<file path="src/rtl/pkt_cell_writer.sv">
// pkt_cell_writer: ingress stage ahead of the cell allocator.
// Requests one cell per AXI-Stream packet, writes the packet beats into cell
// memory at {cell_id, beat_idx} and hands a {cell_id, len, err} descriptor to
// the scheduler. Packets with an illegal length, or for which no cell is
// granted, are swallowed whole and counted in drop_count.
//
// Handshake semantics (both stream ports): a transfer happens on a rising
// clk edge where valid & ready are both 1. A valid source holds its payload
// stable until that edge; ready may depend combinationally on state only,
// never on the partner's valid.
module pkt_cell_writer #(
  parameter int DATA_WIDTH      = 512,
  parameter int KEEP_WIDTH      = DATA_WIDTH / 8,
  parameter int LEN_WIDTH       = 16,
  parameter int CELL_NUM        = 64,
  parameter int CELL_ID_WIDTH   = $clog2(CELL_NUM),
  parameter int CELL_BEATS      = 24,
  parameter int BEAT_IDX_WIDTH  = $clog2(CELL_BEATS),
  parameter bit DROP_ON_INTENSE = 1'b0
) (
  input  logic                                    clk,
  input  logic                                    rst,
  input  logic [DATA_WIDTH-1:0]                   s_axis_tdata,
  input  logic [KEEP_WIDTH-1:0]                   s_axis_tkeep,
  input  logic                                    s_axis_tvalid,
  output logic                                    s_axis_tready,
  input  logic                                    s_axis_tlast,
  input  logic [LEN_WIDTH-1:0]                    s_axis_tuser,
  output logic                                    alloc_mem_req,
  output logic [LEN_WIDTH-1:0]                    alloc_mem_size,
  input  logic [CELL_ID_WIDTH-1:0]                alloc_cell_id,
  input  logic                                    alloc_mem_success,
  input  logic                                    alloc_mem_intense,
  output logic                                    mem_wr_en,
  output logic [CELL_ID_WIDTH+BEAT_IDX_WIDTH-1:0] mem_wr_addr,
  output logic [DATA_WIDTH-1:0]                   mem_wr_data,
  output logic [KEEP_WIDTH-1:0]                   mem_wr_keep,
  output logic                                    m_desc_valid,
  input  logic                                    m_desc_ready,
  output logic [CELL_ID_WIDTH-1:0]                m_desc_cell_id,
  output logic [LEN_WIDTH-1:0]                    m_desc_len,
  output logic                                    m_desc_err,
  output logic [31:0]                             drop_count,
  output logic [1:0]                              state_dbg
);

  typedef enum logic [1:0] {
    IDLE  = 2'd0,
    WRITE = 2'd1,
    DROP  = 2'd2
  } state_t;

  localparam int unsigned MAX_LEN = CELL_BEATS * KEEP_WIDTH;
  localparam logic [BEAT_IDX_WIDTH-1:0] LAST_IDX = BEAT_IDX_WIDTH'(CELL_BEATS - 1);

  state_t                      state;
  logic [CELL_ID_WIDTH-1:0]    cell_id_q;
  logic [LEN_WIDTH-1:0]        len_q;
  logic [BEAT_IDX_WIDTH-1:0]   beat_idx;
  logic                        err_pend;

  logic accept;
  logic legal;
  logic grant;

  // Stream acceptance, length legality and allocation request for the first beat.
  always_comb begin
    s_axis_tready  = !rst && ((state == DROP) || !m_desc_valid);
    accept         = s_axis_tvalid && s_axis_tready;
    legal          = (s_axis_tuser != '0) &&
                     (32'(s_axis_tuser) <= MAX_LEN) &&
                     !(DROP_ON_INTENSE && alloc_mem_intense);
    alloc_mem_req  = (state == IDLE) && accept && legal;
    alloc_mem_size = s_axis_tuser;
    grant          = alloc_mem_req && alloc_mem_success;
  end

  // Memory write port: the first beat goes straight to the freshly granted cell.
  always_comb begin
    mem_wr_en   = grant || ((state == WRITE) && accept);
    mem_wr_addr = (state == IDLE) ? {alloc_cell_id, {BEAT_IDX_WIDTH{1'b0}}}
                                  : {cell_id_q, beat_idx};
    mem_wr_data = s_axis_tdata;
    mem_wr_keep = s_axis_tkeep;
    state_dbg   = state;
  end

  // Packet FSM, descriptor register and drop counter.
  always_ff @(posedge clk) begin
    if (rst) begin
      state          <= IDLE;
      cell_id_q      <= '0;
      len_q          <= '0;
      beat_idx       <= '0;
      err_pend       <= 1'b0;
      m_desc_valid   <= 1'b0;
      m_desc_cell_id <= '0;
      m_desc_len     <= '0;
      m_desc_err     <= 1'b0;
      drop_count     <= '0;
    end else begin
      if (m_desc_valid && m_desc_ready) begin
        m_desc_valid <= 1'b0;
      end
      case (state)
        IDLE: begin
          if (accept) begin
            if (grant) begin
              cell_id_q <= alloc_cell_id;
              len_q     <= s_axis_tuser;
              beat_idx  <= BEAT_IDX_WIDTH'(1);
              if (s_axis_tlast) begin
                m_desc_valid   <= 1'b1;
                m_desc_cell_id <= alloc_cell_id;
                m_desc_len     <= s_axis_tuser;
                m_desc_err     <= 1'b0;
              end else begin
                state <= WRITE;
              end
            end else begin
              if (drop_count != 32'hFFFF_FFFF) begin
                drop_count <= drop_count + 32'd1;
              end
              if (!s_axis_tlast) begin
                state <= DROP;
              end
            end
          end
        end
        WRITE: begin
          if (accept) begin
            beat_idx <= beat_idx + 1'b1;
            if (s_axis_tlast) begin
              m_desc_valid   <= 1'b1;
              m_desc_cell_id <= cell_id_q;
              m_desc_len     <= len_q;
              m_desc_err     <= 1'b0;
              state          <= IDLE;
            end else if (beat_idx == LAST_IDX) begin
              // Cell is full: keep ownership, flag the truncation on the descriptor.
              err_pend <= 1'b1;
              state    <= DROP;
            end
          end
        end
        DROP: begin
          if (accept && s_axis_tlast) begin
            state <= IDLE;
            if (err_pend) begin
              m_desc_valid   <= 1'b1;
              m_desc_cell_id <= cell_id_q;
              m_desc_len     <= len_q;
              m_desc_err     <= 1'b1;
              err_pend       <= 1'b0;
            end
          end
        end
        default: state <= IDLE;
      endcase
    end
  end

endmodule

</file>
<file path="config.mk">
export PLATFORM = sky130hd
export DESIGN_NAME = pkt_cell_writer
export DESIGN_NICKNAME = d
export VERILOG_FILES = /design/src/rtl/pkt_cell_writer.sv
export SDC_FILE = /design/constraint.sdc
export NUM_CORES = 1
export LEC_CHECK = 0
export ABC_AREA = 1
export CORE_AREA = 2 2 490 492
export CTS_BUF_LIST = sky130_fd_sc_hd__clkbuf_8
export CTS_CLUSTER_SIZE = 12
export DETAILED_ROUTE_END_ITERATION = 7
export DIE_AREA = 0 0 492 494
export PLACE_DENSITY_LB_ADDON = 0.3
export SETUP_SLACK_MARGIN = 0.15
export SLEW_MARGIN = 20
export SYNTH_ARGS = -nofsm -noshare
export SYNTH_HDL_FRONTEND = slang
export SYNTH_SLANG_ARGS = --single-unit
</file>
<file path="constraint.sdc">
create_clock -name clk -period 2.32 [get_ports clk]
set_clock_uncertainty 0.05 [all_clocks]
set_input_delay 0.464 -clock clk [delete_from_list [all_inputs] [get_ports clk]]
set_output_delay 0.464 -clock clk [all_outputs]
set_load 0.05 [all_outputs]
</file>
======== After elaboration in Yosys (flattened, before gate mapping) ========
Cells that the tools add are included.
storage, ports and cells
  word-level logic and storage cells ...... 104
  register bits ........................... 86
  output and inout port bits .............. 664
cells by class
  multiplexer cells ....................... 50
  equal/unequal tests ..................... 15
  bitwise operators ....................... 1
  magnitude comparators ................... 1
  add/sub/neg operators ................... 2
  reductions and logical operators ........ 25
operators by type and width
  cell                     count
  $mux W16                 7
  $pmux W16 S3             1
  $mux W6                  7
  $add A32 B1 Y32 const B  1
  $ne A32 B32 Y1 const B   1
  $pmux W6 S3              1
  $mux W1                  17
  $le A16 B11 Y1 const B   1
  $mux W2                  8
  $ne A2 B2 Y1 const B     8
  $reduce_bool A16 Y1      1
  $mux W5                  3
  $mux W11                 1
  $pmux W5 S2              1
  $reduce_and A5 Y1        2
  $logic_and A1 B1 Y1      9
  $reduce_and A4 Y1        2
  $reduce_and A8 Y1        1
  $pmux W1 S3              2
  $pmux W2 S3              1
  $reduce_and A6 Y1        1
  $add A5 B1 Y5 const B    1
  $eq A5 B5 Y1 const B     1
  $ne A2 B1 Y1 const B     2
  11 further kinds         14

======== Logic depth before layout (Yosys ltp) ========
Gate-level depths: netlist of run 1.
  word-level depth ........................ 10
  depth in mapped cells ................... 15

======== Worst setup path before layout of run 1 ========
Ideal clock, no wire load.
  path type ............................... flip-flop to output port
  start ................................... register state[0], in the netlist state_dbg[0]
  end ..................................... output port mem_wr_en
  arrival time ............................ 2.474 ns
  cell stages (with the launch flop) ...... 12
  path slack .............................. -0.668 ns
  buffers on the path ..................... 1
  cell sequence ........................... dfxtp_1 > inv_1 > ha_1 > inv_2 > nand2_2 > nand3_4 > inv_2 > nand2_1 > nor2_2 > nand3_4 > clkbuf_1 > o21ai_0
between the ends
  cells in the longest elaborated chain, start to end .. 8
ends and longest elaborated chain
  what                               line  text
  start, declared                    56    state_t state;
  start signal, assigned             91    state <= IDLE;
  start signal, assigned             118   state <= WRITE;
  start signal, assigned             125   state <= DROP;
  $eq A2 B2 Y1                       68    s_axis_tready = !rst && ((state == DROP) || !m_desc_valid);
  $logic_or A1 B1 Y1                 68
  $logic_and A1 B1 Y1                68
  $logic_and A1 B1 Y1                69    accept = s_axis_tvalid && s_axis_tready;
  $logic_and A1 B1 Y1 (2 in series)  73    alloc_mem_req = (state == IDLE) && accept && legal;
  $logic_and A1 B1 Y1                75    grant = alloc_mem_req && alloc_mem_success;
  $logic_or A1 B1 Y1 *               80    mem_wr_en = grant || ((state == WRITE) && accept);
  end, declared                      34    output logic mem_wr_en,
Every way passes the cells marked *; elsewhere a longest branch is shown, timed or not.

======== Final worst setup path of run 1 ========
  start ................................... input port s_axis_tuser[15]
  end ..................................... output port mem_wr_en
between the ends
  cells in the longest elaborated chain, start to end .. 5
ends and longest elaborated chain
  what                                                   line    text
  start, declared                                        28      input logic [LEN_WIDTH-1:0] s_axis_tuser,
  $le A16 B11 Y1 or $reduce_bool A16 Y1 (tied branches)  71, 70
  $logic_and A1 B1 Y1 *                                  70      legal = (s_axis_tuser != '0) &&
  $logic_and A1 B1 Y1 *                                  73
  $logic_and A1 B1 Y1 *                                  75
  $logic_or A1 B1 Y1 *                                   80
Marks and branches as above.

==> impl_metrics.ini, run 1 <==
[outcome]
status = complete, but fails checks
violations = negative setup slack

[global_routing]
met1_usage = 0.03089
met2_usage = 0.1686
grt_pass1_vias = 6694
grt.busiest_layer = met3
grt_antenna_before_repair = 5
overflow = 0
grt_max_degree = 45
grt_pass1_wl_mm = 150.4
grt_usage = 0.1068
met3_usage = 0.1971

[timing]
setup_slack_ns = -0.3422
period_needed_ns = 2.662
grt_setup_unrepaired = true
drv_slew = 0
setup_viol = 52
worst_pin_slew_ns = 0.7101
post-route-period-util = 1.147
slew_headroom = 0.5266
timing_hold_violations_final = 0
max_freq_mhz = 375.6

[worst_setup_path]
reg2reg_depth = 19
r2r-start = state_dbg[0]
r2r_setup_slack_ns = -0.17
r2r-end = m_desc_len[7]
critPathArrivalTime_ns = 2.15
slowest_delay_ns = 0.54
crit_start = s_axis_tuser[15]
critPathCaptureType = output pin
cp_num_buf_inv = 3
start_kind = input port
critical_path.cell_chain = clkdlybuf4s50_1 -> nor2_1 -> nand2_2 -> nor2_4 -> nand2_4 -> nor2_4 -> nand3_4 -> buf_12 -> o21ai_4 -> buf_12
crit_type = input port to output pin
crit_required_ns = 1.81
critical_path.max_fanout = 2
cp.depth = 10
cp_top_family = buffers and inverters
slowest_stage = clkdlybuf4s50_1

[pwr]
vdd.ir_drop.worst_uv = 577.4
p_leak_nw = 3.357
totalPowerFinal_mw = 8.468
p_per_area_mw_per_mm2 = 720.4

[logic_synthesis]
seq_area_frac_synth = 0.1855
synth_area_leaders = buf_4 (48%), dfxtp_1 (19%), nand2_1 (8.8%)
synth_commonest_cells = buf_4 (595), nand2_1 (217), nor2_1 (134)
yosysTopAreaCell = buf_4
synth-edff-count = 0
ys_types = 29
post-synth-top-count-cell = buf_4
async_flop_share = 0
syn_avg_cell_area_sq_um = 6.819
ys_ff_latch = 86
synth_ff_type = dfxtp_1
synth_area_sq_mm = 0.009280
synth_top_area_share = 0.4813
yosysWarnings = 0
syn_inst = 1361
synth_nets = 1972

[floorplanning]
rows = 179
initial_core_util = 0.03909
ioPinCount = 1269
dieArea_sq_mm = 0.2430
die_h_um = 494
core_area_sq_mm = 0.2374
die_w_um = 492

[job]
drv_cap = 0

[cells_and_area]
multiInputGateArea_sq_mm = 0.003159
final-seq-area_sq_mm = 0.001727
drive_above_1_share = 0.2996
nets = 1564
fill_cells = 28240
area_growth_syn_to_layout_pct = 26.67

[worst_hold_path]
hp-start = len_q[11]
min_to = len_q[11]
worstHoldPathCells = 2
min_path_type = flip-flop to flip-flop

[drt]
drc = 0
via_per_inst = 1.664
wire_per_inst_um = 32.99
drt_iter0_drc = 370
drtPass1Iterations = 5
vias = 6866
routed_wirelength_mm = 136.1
antenna_left = 0

[clock_network]
cts_tree = built
cts.sinks = 86
clk_latency_ns = 0.49
htreeDepth = 3
cts_hold_buf = 0
cts_buffers = 9
clockRootBuffer = clkbuf_8
clk_path_buf_depth = 2
clk_pin_slew_ns = 0.10

[placement]
dp_hpwl_mm = 126.9
gp_congestion = 0.7790
dp_slack_ns = -0.6482
portBuffers = 115
## cell type report
| cell class | instances | area share |
|---|---|---|
| antenna | 1 | 0.0002129 |
| tap | 3167 | 0.3371 |
| clock inverter | 7 | 0.005535 |
| inverter | 78 | 0.02650 |
| clock buffer | 9 | 0.01054 |
| timing repair buffer | 209 | 0.2045 |
| sequential | 86 | 0.1469 |
| multi-input combinational | 569 | 0.2688 |
## worst max-delay path by stage
stage | to | slack (ns)
4_1_cts | mem_wr_en | -0.49
6_report | mem_wr_en | -0.34
2_1_floorplan | mem_wr_en | -0.07
5_1_grt | mem_wr_en | -0.45
3_5_place_dp | beat_idx[1] | -0.65
3_3_place_gp | beat_idx[1] | -0.60
## per-stage QoR
step | setup TNS, ns | util | hold slack (ns) | cell area (sq um) | std cells
after floorplan | -0.07675 | - | 0.3693 | 9358 | 1361
after global routing | -13.22 | 0.04952 | 0.4128 | 11760 | 4126
final | -6.574 | 0.04952 | 0.3938 | 11760 | 4126
after global placement | -41.59 | 0.04481 | 0.3791 | 10640 | 4081
after CTS | -9.536 | 0.04736 | 0.3933 | 11240 | 4110
after detailed placement | -44.18 | 0.04481 | 0.3790 | 10640 | 4081
## sequential cells by signal, indices dropped and copies added (netlist names)
signal          flops
len_q              16
m_desc_cell_id      6
cell_id_q           6
state_dbg           2
m_desc_valid        1
err_pend            1
drop_count         32
beat_idx            5
m_desc_len         16
m_desc_err          1
## worst min-delay path, cell delays in order, from the launching register on
cell     delay, ns
dfxtp_1       0.32
nand2_1       0.06
nor2_1        0.03
## layer usage
metal  vias to the layer above  share of wire
li1                       2835              -
met1                      2750           0.10
met2                       983           0.45
met3                       284           0.39
met4                        14          0.050
met5                         -         0.0042
## layout by cell type (no fill, tap or decap), types with 5 or more instances in the layout
cell / Yosys / final
nor2_1: 134 / 117
o21ai_4: 0 / 9
nand4_1: 35 / 35
o21ai_0: 43 / 18
dfxtp_1: 86 / 82
buf_12: 0 / 44
a21oi_2: 0 / 8
nor2_4: 0 / 8
nand3b_1: 12 / 12
nand2_8: 0 / 5
clkdlybuf4s50_1: 0 / 21
nand2_2: 2 / 25
clkbuf_16: 0 / 5
nand2_4: 0 / 6
buf_4: 595 / 98
nor2_2: 2 / 11
a21oi_1: 72 / 63
nand3_1: 14 / 13
inv_1: 74 / 70
nand2_1: 217 / 183
buf_6: 2 / 11
xor2_1: 13 / 13
clkbuf_8: 0 / 9
nand3_4: 3 / 5
dlygate4sd2_1: 0 / 20
o21ai_1: 0 / 5
o21ai_2: 0 / 11
## kinds of logic after synthesis
group | after synthesis | share of synthesized area
buffers and inverters | 706 | 0.5286
adders and majority gates | 6 | 0.008089
AOI/OAI and AO/OA | 119 | 0.06526
and+or+nand+nor | 427 | 0.1964
DFF | 86 | 0.1855
xor gates and xnor gates | 17 | 0.01604
## power breakdown
part           leakage (nW)  internal (mW)  switching (mW)  total, mW
sequential            0.697           1.67           0.130       1.80
combinational          2.57           2.04            3.40       5.44
clock                0.0878          0.413           0.812       1.23
## timing repair
item	in CTS	in global routing
cloned	3	6
setup endpoints to repair	115	98
resized for setup	116	78
pin swaps	14	20
endpoints found under the hold margin	0	0
buffers inserted	10	9
(Power assumes the default switching activity.)
==> inputs of run 2 (changes only) <==
Settings changed: HOLD_SLACK_MARGIN set to 0.03.
==> results of run 2 <==
Final layout, timing and power as in run 1 (identical DEF).
==> inputs of run 3 (changes only) <==
Settings changed: CAP_MARGIN set to 30.
==> results of run 3 <==
Final layout, timing and power as in run 1 (identical DEF).
